File: src/rtl/time_pkg.sv
// Shared calendar constants, FSM encoding and small helpers for the timestamp/BCD blocks.
// Latency: n/a (package only).
// Backpressure: n/a (package only).
package time_pkg;

    localparam logic [16:0] SEC_PER_DAY  = 17'd86400;
    localparam logic [16:0] SEC_PER_HOUR = 17'd3600;
    localparam logic [16:0] SEC_PER_MIN  = 17'd60;
    localparam logic [13:0] EPOCH_YEAR   = 14'd1970;
    localparam logic [63:0] MAX_STAMP    = 64'd253402300799;  // 9999-12-31 23:59:59

    typedef enum logic [3:0] {
        S_IDLE,
        S_CHECK,
        S_DIV,
        S_HOUR,
        S_MIN,
        S_YEAR,
        S_MONTH,
        S_BCD,
        S_DONE
    } state_t;

    // Days in a month (1..12); February depends on the leap flag.
    function automatic logic [4:0] month_len(input logic [3:0] month, input logic leap);
        case (month)
            4'd2:                    month_len = leap ? 5'd29 : 5'd28;
            4'd4, 4'd6, 4'd9, 4'd11: month_len = 5'd30;
            default:                 month_len = 5'd31;
        endcase
    endfunction

    // Two-digit BCD of a value below 100; tens digit from a constant compare ladder.
    function automatic logic [7:0] to_bcd8(input logic [6:0] v);
        logic [3:0] tens;
        logic [3:0] ones;
        tens = 4'd0;
        ones = v[3:0];
        for (int t = 1; t <= 9; t++) begin
            if (v >= 7'(10 * t)) begin
                tens = 4'(t);
                ones = 4'(v - 7'(10 * t));
            end
        end
        to_bcd8 = {tens, ones};
    endfunction

endpackage

File: src/rtl/bin2bcd_seq.sv
// Sequential double-dabble: BIN_W-bit binary to BCD_W-bit packed BCD.
// Latency: BIN_W cycles from start to the done pulse; result holds until the next start.
// Backpressure: none; a start while running restarts the conversion.
// Ports: clk, rst_n (async active-low), start (capture bin_dat), bin_dat, done (1-cycle pulse), bcd_dat.
module bin2bcd_seq #(
    parameter int unsigned BIN_W = 14,
    parameter int unsigned BCD_W = 16
) (
    input  logic             clk,
    input  logic             rst_n,
    input  logic             start,
    input  logic [BIN_W-1:0] bin_dat,
    output logic             done,
    output logic [BCD_W-1:0] bcd_dat
);

    localparam int unsigned CNT_W = $clog2(BIN_W);
    localparam logic [CNT_W-1:0] CNT_LAST = CNT_W'(BIN_W - 1);

    logic [BIN_W-1:0] bin_q, bin_d;
    logic [BCD_W-1:0] bcd_q, bcd_d;
    logic [CNT_W-1:0] cnt_q, cnt_d;
    logic             run_q, run_d;
    logic             done_q, done_d;
    logic [BCD_W-1:0] adj;
    logic [3:0]       nib;

    always_comb begin
        bin_d  = bin_q;
        bcd_d  = bcd_q;
        cnt_d  = cnt_q;
        run_d  = run_q;
        done_d = 1'b0;
        adj    = '0;
        nib    = '0;
        // Add 3 to every digit >= 5 so the following left shift carries correctly.
        for (int i = 0; i < int'(BCD_W / 4); i++) begin
            nib            = bcd_q[4*i +: 4];
            adj[4*i +: 4]  = (nib >= 4'd5) ? nib + 4'd3 : nib;
        end
        if (start) begin
            bin_d = bin_dat;
            bcd_d = '0;
            cnt_d = '0;
            run_d = 1'b1;
        end else if (run_q) begin
            bcd_d = BCD_W'({adj, bin_q[BIN_W-1]});
            bin_d = {bin_q[BIN_W-2:0], 1'b0};
            cnt_d = cnt_q + 1'b1;
            if (cnt_q == CNT_LAST) begin
                run_d  = 1'b0;
                done_d = 1'b1;
            end
        end
    end

    always_ff @(posedge clk or negedge rst_n) begin
        if (!rst_n) begin
            bin_q  <= '0;
            bcd_q  <= '0;
            cnt_q  <= '0;
            run_q  <= 1'b0;
            done_q <= 1'b0;
        end else begin
            bin_q  <= bin_d;
            bcd_q  <= bcd_d;
            cnt_q  <= cnt_d;
            run_q  <= run_d;
            done_q <= done_d;
        end
    end

    assign done    = done_q;
    assign bcd_dat = bcd_q;

endmodule

File: src/rtl/stamp2time.sv
// Iterative Unix-seconds to BCD calendar converter (year..second), one subtract/compare per cycle.
// Latency: 2 cycles start->done for out-of-range stamps, at most ~8210 cycles otherwise (year loop dominates).
// Backpressure: start is sampled only in IDLE; starts while busy are dropped, nothing is queued.
// Ports: clk, rst_n (async active-low), start, time_stamp -> busy, done (pulse), err, *_bcd fields.
module stamp2time #(
    parameter int unsigned         STAMP_W   = 64,
    parameter logic [STAMP_W-1:0]  MAX_STAMP = STAMP_W'(time_pkg::MAX_STAMP)
) (
    input  logic               clk,
    input  logic               rst_n,
    input  logic               start,
    input  logic [STAMP_W-1:0] time_stamp,
    output logic               busy,
    output logic               done,
    output logic               err,
    output logic [15:0]        year_bcd,
    output logic [7:0]         month_bcd,
    output logic [7:0]         day_bcd,
    output logic [7:0]         hour_bcd,
    output logic [7:0]         minute_bcd,
    output logic [7:0]         second_bcd
);
    import time_pkg::*;

    localparam int unsigned      CNT_W    = $clog2(STAMP_W);
    localparam logic [CNT_W-1:0] CNT_LAST = CNT_W'(STAMP_W - 1);

    state_t             state_q, state_d;
    logic [STAMP_W-1:0] stamp_q, stamp_d;   // dividend, becomes the quotient during DIV
    logic [16:0]        rem_q, rem_d;       // division remainder, then seconds-of-day
    logic [CNT_W-1:0]   cnt_q, cnt_d;
    logic [21:0]        days_q, days_d;
    logic [4:0]         hour_q, hour_d;
    logic [5:0]         min_q, min_d;
    logic [5:0]         sec_q, sec_d;
    logic [13:0]        year_q, year_d;
    logic [1:0]         mod4_q, mod4_d;
    logic [6:0]         mod100_q, mod100_d;
    logic [8:0]         mod400_q, mod400_d;
    logic [3:0]         month_q, month_d;
    logic               busy_q, busy_d;
    logic               done_q, done_d;
    logic               err_q, err_d;
    logic [15:0]        year_bcd_q, year_bcd_d;
    logic [7:0]         month_bcd_q, month_bcd_d;
    logic [7:0]         day_bcd_q, day_bcd_d;
    logic [7:0]         hour_bcd_q, hour_bcd_d;
    logic [7:0]         minute_bcd_q, minute_bcd_d;
    logic [7:0]         second_bcd_q, second_bcd_d;

    logic               bcd_start;
    logic               bcd_done;
    logic [15:0]        bcd_dat;
    logic [17:0]        div_r;
    logic               div_ge;
    logic [STAMP_W-1:0] div_shift;
    logic               leap;
    logic [8:0]         year_len;
    logic [4:0]         mon_len;

    bin2bcd_seq #(.BIN_W(14), .BCD_W(16)) u_year_bcd (
        .clk     (clk),
        .rst_n   (rst_n),
        .start   (bcd_start),
        .bin_dat (year_q),
        .done    (bcd_done),
        .bcd_dat (bcd_dat)
    );

    always_comb begin
        state_d      = state_q;
        stamp_d      = stamp_q;
        rem_d        = rem_q;
        cnt_d        = cnt_q;
        days_d       = days_q;
        hour_d       = hour_q;
        min_d        = min_q;
        sec_d        = sec_q;
        year_d       = year_q;
        mod4_d       = mod4_q;
        mod100_d     = mod100_q;
        mod400_d     = mod400_q;
        month_d      = month_q;
        err_d        = err_q;
        year_bcd_d   = year_bcd_q;
        month_bcd_d  = month_bcd_q;
        day_bcd_d    = day_bcd_q;
        hour_bcd_d   = hour_bcd_q;
        minute_bcd_d = minute_bcd_q;
        second_bcd_d = second_bcd_q;
        bcd_start    = 1'b0;

        // Restoring division step: bring in the next dividend bit, subtract if it fits,
        // and shift the quotient bit into the vacated LSB of the dividend register.
        div_r     = {rem_q, stamp_q[STAMP_W-1]};
        div_ge    = (div_r >= {1'b0, SEC_PER_DAY});
        div_shift = {stamp_q[STAMP_W-2:0], div_ge};

        leap     = ((mod4_q == 2'd0) && (mod100_q != 7'd0)) || (mod400_q == 9'd0);
        year_len = leap ? 9'd366 : 9'd365;
        mon_len  = month_len(month_q, leap);

        case (state_q)
            S_IDLE: begin
                if (start) begin
                    stamp_d  = time_stamp;
                    err_d    = 1'b0;
                    rem_d    = '0;
                    cnt_d    = '0;
                    days_d   = '0;
                    hour_d   = '0;
                    min_d    = '0;
                    sec_d    = '0;
                    year_d   = EPOCH_YEAR;
                    mod4_d   = 2'd2;     // 1970 mod 4
                    mod100_d = 7'd70;    // 1970 mod 100
                    mod400_d = 9'd370;   // 1970 mod 400
                    month_d  = 4'd1;
                    state_d  = S_CHECK;
                end
            end
            S_CHECK: begin
                if (stamp_q > MAX_STAMP) begin
                    err_d        = 1'b1;
                    year_bcd_d   = 16'h1970;
                    month_bcd_d  = 8'h01;
                    day_bcd_d    = 8'h01;
                    hour_bcd_d   = 8'h00;
                    minute_bcd_d = 8'h00;
                    second_bcd_d = 8'h00;
                    state_d      = S_DONE;
                end else begin
                    state_d = S_DIV;
                end
            end
            S_DIV: begin
                stamp_d = div_shift;
                rem_d   = div_ge ? 17'(div_r - {1'b0, SEC_PER_DAY}) : div_r[16:0];
                cnt_d   = cnt_q + 1'b1;
                if (cnt_q == CNT_LAST) begin
                    days_d  = div_shift[21:0];  // in-range stamps never exceed 22 bits of days
                    state_d = S_HOUR;
                end
            end
            S_HOUR: begin
                if (rem_q >= SEC_PER_HOUR) begin
                    rem_d  = rem_q - SEC_PER_HOUR;
                    hour_d = hour_q + 5'd1;
                end else begin
                    state_d = S_MIN;
                end
            end
            S_MIN: begin
                if (rem_q >= SEC_PER_MIN) begin
                    rem_d = rem_q - SEC_PER_MIN;
                    min_d = min_q + 6'd1;
                end else begin
                    sec_d   = rem_q[5:0];
                    state_d = S_YEAR;
                end
            end
            S_YEAR: begin
                if (days_q >= {13'd0, year_len}) begin
                    days_d   = days_q - {13'd0, year_len};
                    year_d   = year_q + 14'd1;
                    mod4_d   = mod4_q + 2'd1;
                    mod100_d = (mod100_q == 7'd99)  ? 7'd0 : mod100_q + 7'd1;
                    mod400_d = (mod400_q == 9'd399) ? 9'd0 : mod400_q + 9'd1;
                end else begin
                    state_d = S_MONTH;
                end
            end
            S_MONTH: begin
                if (days_q >= {17'd0, mon_len}) begin
                    days_d  = days_q - {17'd0, mon_len};
                    month_d = month_q + 4'd1;
                end else begin
                    bcd_start = 1'b1;   // year_q is final from here on
                    state_d   = S_BCD;
                end
            end
            S_BCD: begin
                if (bcd_done) begin
                    year_bcd_d   = bcd_dat;
                    month_bcd_d  = to_bcd8(7'(month_q));
                    day_bcd_d    = to_bcd8(7'(days_q[4:0]) + 7'd1);
                    hour_bcd_d   = to_bcd8(7'(hour_q));
                    minute_bcd_d = to_bcd8(7'(min_q));
                    second_bcd_d = to_bcd8(7'(sec_q));
                    state_d      = S_DONE;
                end
            end
            S_DONE: begin
                state_d = S_IDLE;
            end
            default: begin
                state_d = S_IDLE;
            end
        endcase

        busy_d = (state_d != S_IDLE) && (state_d != S_DONE);
        done_d = (state_d == S_DONE);
    end

    always_ff @(posedge clk or negedge rst_n) begin
        if (!rst_n) begin
            state_q      <= S_IDLE;
            stamp_q      <= '0;
            rem_q        <= '0;
            cnt_q        <= '0;
            days_q       <= '0;
            hour_q       <= '0;
            min_q        <= '0;
            sec_q        <= '0;
            year_q       <= '0;
            mod4_q       <= '0;
            mod100_q     <= '0;
            mod400_q     <= '0;
            month_q      <= '0;
            busy_q       <= 1'b0;
            done_q       <= 1'b0;
            err_q        <= 1'b0;
            year_bcd_q   <= 16'h1970;
            month_bcd_q  <= 8'h01;
            day_bcd_q    <= 8'h01;
            hour_bcd_q   <= 8'h00;
            minute_bcd_q <= 8'h00;
            second_bcd_q <= 8'h00;
        end else begin
            state_q      <= state_d;
            stamp_q      <= stamp_d;
            rem_q        <= rem_d;
            cnt_q        <= cnt_d;
            days_q       <= days_d;
            hour_q       <= hour_d;
            min_q        <= min_d;
            sec_q        <= sec_d;
            year_q       <= year_d;
            mod4_q       <= mod4_d;
            mod100_q     <= mod100_d;
            mod400_q     <= mod400_d;
            month_q      <= month_d;
            busy_q       <= busy_d;
            done_q       <= done_d;
            err_q        <= err_d;
            year_bcd_q   <= year_bcd_d;
            month_bcd_q  <= month_bcd_d;
            day_bcd_q    <= day_bcd_d;
            hour_bcd_q   <= hour_bcd_d;
            minute_bcd_q <= minute_bcd_d;
            second_bcd_q <= second_bcd_d;
        end
    end

    assign busy       = busy_q;
    assign done       = done_q;
    assign err        = err_q;
    assign year_bcd   = year_bcd_q;
    assign month_bcd  = month_bcd_q;
    assign day_bcd    = day_bcd_q;
    assign hour_bcd   = hour_bcd_q;
    assign minute_bcd = minute_bcd_q;
    assign second_bcd = second_bcd_q;

endmodule
File: config.mk
export PLATFORM = sky130hd
export DESIGN_NAME = stamp2time
export DESIGN_NICKNAME = d
export VERILOG_FILES = /design/src/rtl/time_pkg.sv /design/src/rtl/bin2bcd_seq.sv /design/src/rtl/stamp2time.sv
export SDC_FILE = /design/constraint.sdc
export NUM_CORES = 1
export LEC_CHECK = 0
export ABC_AREA = 1
export CELL_PAD_IN_SITES_DETAIL_PLACEMENT = 1
export CELL_PAD_IN_SITES_GLOBAL_PLACEMENT = 1
export CORE_UTILIZATION = 35
export CTS_BUF_LIST = sky130_fd_sc_hd__clkbuf_8
export DETAILED_ROUTE_END_ITERATION = 12
export DONT_BUFFER_PORTS = 1
export GPL_TIMING_DRIVEN = 0
export PLACE_DENSITY = 0.63
export SYNTH_ARGS = -nofsm -noshare
export SYNTH_HDL_FRONTEND = slang
export SYNTH_SLANG_ARGS = --single-unit
File: constraint.sdc
create_clock -name clk -period 8 [get_ports clk]
set_input_delay 1.2 -clock clk [delete_from_list [all_inputs] [get_ports clk]]
set_output_delay 1.2 -clock clk [all_outputs]
set_load 0.02 [all_outputs]
==> run summary, run 1 <==
R2r setup slk: 4.13 ns
Clock Latency Late Sink: 0.63 ns
Post-Route Skew: 0.0257 ns
Pleak: 8.64 nW
M1 WL: 24.7 mm
Overflow after GRT: 0
Initial Utilization: 35.4%
First-pass GRT wire length: 87.3 mm
Int Power: 0.00235 W
Rel. slew slack: 28.8%
Root buf cell: clkbuf_8
Outcome: finished, final reports clean
Met2 wire length: 26.4 mm
Critical Path RT: 8.54 ns
Vias in the first global route: 15615
Synth Register Bits: 253
Top-count cell post-synth: nand2_1
GR Util All Layers: 23.5%
Sw frac: 30.2%
Clk sink count: 253
FFs w/ async S/R, synth: 100%
Largest net degree at the start of global routing: 254
DR top layer: met5
WHS: 0.279 ns
I/O pins: 126
Post-synthesis sequential area ratio: 39.6%
Ys flop type: dfrtp_1
Fillers: 5666
Max Fclk: 258 MHz
CP top delay family: simple AND/OR/NAND/NOR gates
First-pass DRT Iterations: 5
Area growth from synthesis to layout: 11.8%
Post-synth top area cell: dfrtp_1
R2R Path End: days_q[5]$_DFFE_PN0P_
Routed wire length on met3: 1.91 mm
RSZ-0062 raised after global routing: no
Antenna violations before repair: 3
Critical Path Stages: 25
Setup TNS: 0 ns
Setup crit end kind: register
Yosys top cell area share: 38.2%
I/O Buffers: 0
Pwr Density: 188 mW/mm^2
Worst path arrival time: 4.41 ns
Remaining routing DRC violations: 0
Final HPWL DP: 40.2 mm
Min Tclk post-route: 3.87 ns
Die Span Y: 216 um
Final period utilization: 48.4%
Critical setup path kind: register to register
Setup repair bufs after CTS: 0
Slew Viols, Final: 0
Drt total wl: 54.2 mm
Slew @ Worst Pin: 1.07 ns
Max incr delay on CP: 0.42 ns
Buf/Inv on CP: 6
Post-synthesis instance total: 2190
Startpoint types: register
Worst vdd ir: 0.000144 V
Die area: 0.0467 sq mm
Max-Cap Viols: 0
Die X: 216 um
Routed vias: 15147
Routed wire length per instance: 18.7 um
Synth Cell Area: 0.0160 sq mm
Switching Power: 0.00102 W
Syn Area/Cell: 7.32 sq um
Crit path top cell by count: nand2_1
Final-report setup violation count: 0
EDFF count, synth: 0
Critical-path top delay cell: fa_1
Register-to-Register Path Depth: 25
CP Max Fanout: 10
Synth cell types: 57
Detail Route Antenna Nets: 0
Nets: 2384
Worst-path clk slew: 0.06 ns
Final hold vios: 0
Via density: 5.24
Initial DRC Count: 806
Sequential power share: 44.2%
CTS tree: done
Layout cells sized above 1: 9.82%
CTS H-tree lvls: 2
Beginning of the worst register-to-register path: mod100_q[0]$_DFFE_PN0P_
Placement Rows: 78
Worst hold path class: input port to asynchronous set/reset pin
Commonest cells post-synth: nand2_1, dfrtp_1, inv_1, nand3_1, nor2_1
Max clock buf depth: 3
Comb pwr share: 13.0%
Core Region: 0.0453 sq mm
CTS Buf Count: 51
Clock power frac: 42.7%
Placed Area: 0.0168 sq mm
Yosys warns: 0
Routability cong.: 0.882
Hold-fix buffers, CTS: 0
# resized after CTS: 0
Final Cell Area: 0.0179 sq mm
Top post-synthesis cells by area: dfrtp_1, nand2_1, nand3_1
==> sequential cells by signal, summed over array words and instances (netlist names), 2 cells and up <==
signal,flops
stamp_q,64
days_q,22
month_q,4
sec_q,6
hour_bcd,6
u_year_bcd.bcd_dat,16
min_q,6
second_bcd,7
year_q,14
day_bcd,7
minute_bcd,7
cnt_q,6
mod4_q,2
state_q,4
rem_q,17
month_bcd,5
mod400_q,9
mod100_q,7
u_year_bcd.cnt_q,4
hour_q,5
u_year_bcd.bin_q,14
year_bcd,16
==> worst reg2reg max path: stages, from the launching register on <==
cell and delay (ns):
dfrtp_1 0.40, inv_1 0.11, ha_1 0.16, inv_1 0.04
nor2_1 0.08, nand3_1 0.09, nand2_1 0.19, nand2_1 0.14
nor2_1 0.11, a21oi_1 0.06, ha_1 0.21, fa_1 0.42
inv_1 0.09, nand2_1 0.09, nor2_2 0.16, nor2_1 0.07
nand2_1 0.16, nor2_1 0.09, nand2_2 0.16, inv_2 0.13
nor3_4 0.16, nand2_4 0.15, inv_4 0.14, buf_4 0.22
nand2_1 0.08, o21ai_1 0.08
==> metrics by stage <==
step	worst slack (ns)	util, %	total power (W)	cells
floorplan	5.01	-	0.00180	2197
global placement	4.13	37.1	0.00194	2797
detailed placement	4.12	37.1	0.00195	2797
CTS	4.09	39.6	0.00343	2891
global route	3.73	39.6	0.00355	2892
finish	4.13	39.6	0.00337	2892
==> cell usage in the layout, fill, tap and decap left out, types with 40 or more instances in the layout <==
cell type,count
a21oi_1,81
clkbuf_1,40
clkbuf_8,68
dfrtp_1,245
ha_1,66
inv_1,254
nand2_1,491
nand3_1,218
nor2_1,205
o21ai_0,204
==> power by group through the flow <==
| stage | clock network, W | logic, W | registers [W] |
|---|---|---|---|
| after CTS | 0.00149 | 0.000445 | 0.00149 |
| after detailed placement | 0 | 0.000443 | 0.00151 |
| final | 0.00144 | 0.000439 | 0.00149 |
| after global placement | 0 | 0.000430 | 0.00151 |
| after floorplan | 0 | 0.000314 | 0.00148 |
| after global routing | 0.00155 | 0.000496 | 0.00150 |
==> final cells by class <==
class / instances / area [sq um] / area share (%)
Clock buffer: 68 / 936 / 5.22
Inverter: 277 / 1050 / 5.84
Sequential cell: 253 / 6340 / 35.4
Clock inverter: 26 / 174 / 0.970
Multi-Input combinational cell: 1582 / 8230 / 45.9
Antenna cell: 1 / 2.50 / 0.0140
Buffer: 85 / 442 / 2.46
Tap cell: 600 / 751 / 4.19
==> metal layers <==
| metal | global-route usage, % | vias to the layer above |
|---|---|---|
| met2 | 39.9 | 175 |
| met1 | 30.6 | 7553 |
| li1 | - | 7341 |
| met4 | 6.36 | 4 |
| met5 | 0 | - |
| met3 | 4.07 | 74 |
==> worst max path at each step <==
stage                                       start  slack (ns)                    end
after global placement    mod100_q[0]$_DFFE_PN0P_        4.13  days_q[0]$_DFFE_PN0P_
after floorplan           mod100_q[0]$_DFFE_PN0P_        5.01  days_q[3]$_DFFE_PN0P_
final                     mod100_q[0]$_DFFE_PN0P_        4.13  days_q[5]$_DFFE_PN0P_
after global routing      mod100_q[0]$_DFFE_PN0P_        3.73  days_q[3]$_DFFE_PN0P_
after detailed placement  mod100_q[0]$_DFFE_PN0P_        4.12  days_q[6]$_DFFE_PN0P_
after CTS                 mod100_q[0]$_DFFE_PN0P_        4.09  days_q[6]$_DFFE_PN0P_
==> cells by family after synthesis <==
group | share of synthesized area [%]
and+or+nand+nor | 28.1
AOI/OAI and AO/OA | 15.7
buffers and inverters | 9.29
DFF | 39.6
adders and majority gates | 5.28
xor gates and xnor gates | 1.97
other | 0.0234
(Power assumes the default switching activity.)
==> inputs of run 2 (changes only) <==
==> constraint.sdc (replaced) <==
create_clock -name clk -period 3.65 [get_ports clk]
set_input_delay 0.5475 -clock clk [delete_from_list [all_inputs] [get_ports clk]]
set_output_delay 0.5475 -clock clk [all_outputs]
set_load 0.02 [all_outputs]
==> run 2 against run 1 <==
  * The flow now finishes with violations (negative hold slack)
  * Register-to-register slack got worse by 3.8 ns
  * Combinational power rose by 130%
  * Utilization rose by 0.42 points
  * Sequential cell count did not move
  * Count of clock-buffer cells in the layout did not move
  * Die area did not move
  * Clock power rose by 120%
  * Design area rose by 1.1%
  * Clock skew fell by 0.0019 ns
  * Sequential power rose by 120%
  * Via count rose by 0.44%
  * Critical endpoint is now days_q[17]$_DFFE_PN0P_
==> run summary, run 2 (synthesis gave the netlist of run 1 again) <==
Rel. slew slack: 41.4% (+13 points)
I/O pins: 126 (unchanged)
Setup TNS: 0 ns (unchanged)
CTS tree: done
Overflow after GRT: 0 (unchanged)
Max FFs per register: 64 (unchanged)
Remaining routing DRC violations: 0 (unchanged)
Worst hold path class: input port to asynchronous set/reset pin
Startpoint types: register
Buf/Inv on CP: 5 (-1)
Slew @ Worst Pin: 0.879 ns (-0.188 ns)
Placement Rows: 78 (unchanged)
Violated checks: negative hold slack
Worst setup margin: 0.308 ns (-3.82 ns)
Critical Path RT: 4.22 ns (-4.32 ns)
Antenna violations before repair: 3 (unchanged)
Post-Route Skew: 0.0238 ns (-0.00186 ns)
RSZ-0062 raised after global routing: no
Worst vdd ir: 0.000316 V (+120%)
Via density: 5.24 (about the same)
Layout cells sized above 1: 10.6% (+0.76 points)
Placed Area: 0.0168 sq mm (unchanged)
Sw frac: 30.2% (+0.055 points)
CP top delay family: simple AND/OR/NAND/NOR gates
Slew Viols, Final: 0 (unchanged)
Final HPWL DP: 40.2 mm (unchanged)
I/O Buffers: 0 (unchanged)
Pre-CTS setup slack: -0.231 ns (-4.35 ns)
Largest net degree at the start of global routing: 254 (unchanged)
Final period utilization: 91.6% (+43 points)
Int Power: 0.00518 W (+120%)
Core Region: 0.0453 sq mm (unchanged)
Initial DRC Count: 767 (-4.8%)
First-pass DRT Iterations: 5 (unchanged)
Pleak: 8.72 nW (+0.97%)
GR Util All Layers: 23.5% (+0.075 points)
Die Span Y: 216 um (unchanged)
Max Fclk: 299 MHz (+16%)
Commonest non-fill, non-tap cell in the layout: nand2_1
Critical-path top delay cell: dfrtp_1
Routability cong.: 0.882 (unchanged)
Final-report setup violation count: 0 (unchanged)
Root buf cell: clkbuf_8
Switching Power: 0.00225 W (+120%)
Pwr Density: 410 mW/mm^2 (+120%)
Initial Utilization: 35.4% (unchanged)
Outcome: finished with violations
CTS Buf Count: 51 (unchanged)
Max incr delay on CP: 0.41 ns (about the same)
Nets: 2398 (+0.59%)
Worst-path clk slew: 0.06 ns (about the same)
Commonest cells after routing, fill and taps aside: nand2_1, inv_1, dfrtp_1
CP Max Fanout: 6 (-4)
Final hold vios: 253 (+253)
Top flop regs: stamp_q (64), days_q (22), rem_q (17)
Area growth from synthesis to layout: 13.0%
Critical setup path kind: register to register
CTS H-tree lvls: 2 (unchanged)
Worst path arrival time: 3.91 ns (-0.50 ns)
Clk sink count: 253 (unchanged)
Setup crit end kind: register
Comb pwr share: 13.4% (+0.4 points)
Max clock buf depth: 3 (unchanged)
Drt total wl: 54.4 mm (+0.39%)
Die X: 216 um (unchanged)
Min Tclk post-route: 3.34 ns (-0.527 ns)
Clock power frac: 42.6% (about the same)
Final Cell Area: 0.0181 sq mm (+1.1%)
Die area: 0.0467 sq mm (unchanged)
Sequential power share: 44.0% (-0.2 points)
Hold-fix buffers, CTS: 8 (+8)
Clock Latency Late Sink: 0.63 ns (about the same)
Vias in the first global route: 15656 (+0.26%)
First-pass GRT wire length: 87.5 mm (+0.32%)
WHS: -0.374 ns (-0.653 ns)
Fillers: 5663 (-0.053%)
Max-Cap Viols: 0 (unchanged)
Detail Route Antenna Nets: 0 (unchanged)
Routed vias: 15214 (+0.44%)
Biggest register: stamp_q
Routed wire length per instance: 18.7 um (about the same)
-- run 2: repair_timing --
item,in CTS,in global routing
gates resized for setup,4,21
setup endpoints to repair,23,61
setup buffers,2,4
pin swaps,1,3
hold endpoints to repair,261,253
-- run 2: layout make-up --
type	count	area, sq um	area share, %
diodes	1	2.50	0.0138
multi-input cells	1582	8250	45.6
plain buffers	85	463	2.56
well taps	600	751	4.14
flip-flops and latches	253	6340	35.0
inverters	277	1050	5.82
clock inverters	26	174	0.960
repair buffers	14	138	0.760
clock buffers	68	936	5.17
-- run 2: per-layer routing --
| layer | wire, um | GRT usage (%) |
|---|---|---|
| met1 | 24700 | 30.6 |
| met2 | 26500 | 40.0 |
| met5 | 25 | 0 |
| met3 | 1960 | 4.07 |
| met4 | 1230 | 6.36 |
-- run 2: metrics by stage --
stage	hold WS, ns	cells	power, W	utilization [%]
5_1_grt	-0.431	2906	0.00781	40.0
3_5_place_dp	0.259	2797	0.00428	37.1
2_1_floorplan	0.252	2197	0.00394	-
3_3_place_gp	0.262	2797	0.00424	37.1
4_1_cts	-0.434	2901	0.00753	39.8
6_report	-0.374	2906	0.00743	40.0
-- run 2: path summary, 6_finish.rpt --
kind                                          from                   endpoint  slack (ns)  cells past startpoint
hold / removal                               rst_n  second_bcd[2]$_DFFE_PN0P_       -0.37                      0
min in group clk                     time_stamp[2]     stamp_q[2]$_DFFE_PN0P_        0.06                      2
setup / recovery           mod100_q[0]$_DFFE_PN0P_     days_q[17]$_DFFE_PN0P_        0.31                     25
max in group asynchronous                    rst_n    stamp_q[38]$_DFFE_PN0P_        3.30                      0
setup reg to reg           mod100_q[0]$_DFFE_PN0P_     days_q[17]$_DFFE_PN0P_        0.31                     25
hold reg to reg             stamp_q[6]$_DFFE_PN0P_     stamp_q[6]$_DFFE_PN0P_        0.48                      2
-- run 2: power groups by stage --
stage               Combinational [W]  Sequential [W]  Clock, W
global placement             0.000942         0.00330         0
detailed placement           0.000971         0.00331         0
global route                  0.00112         0.00330   0.00339
CTS                          0.000993         0.00326   0.00328
finish                       0.000997         0.00327   0.00317
floorplan                    0.000688         0.00325         0
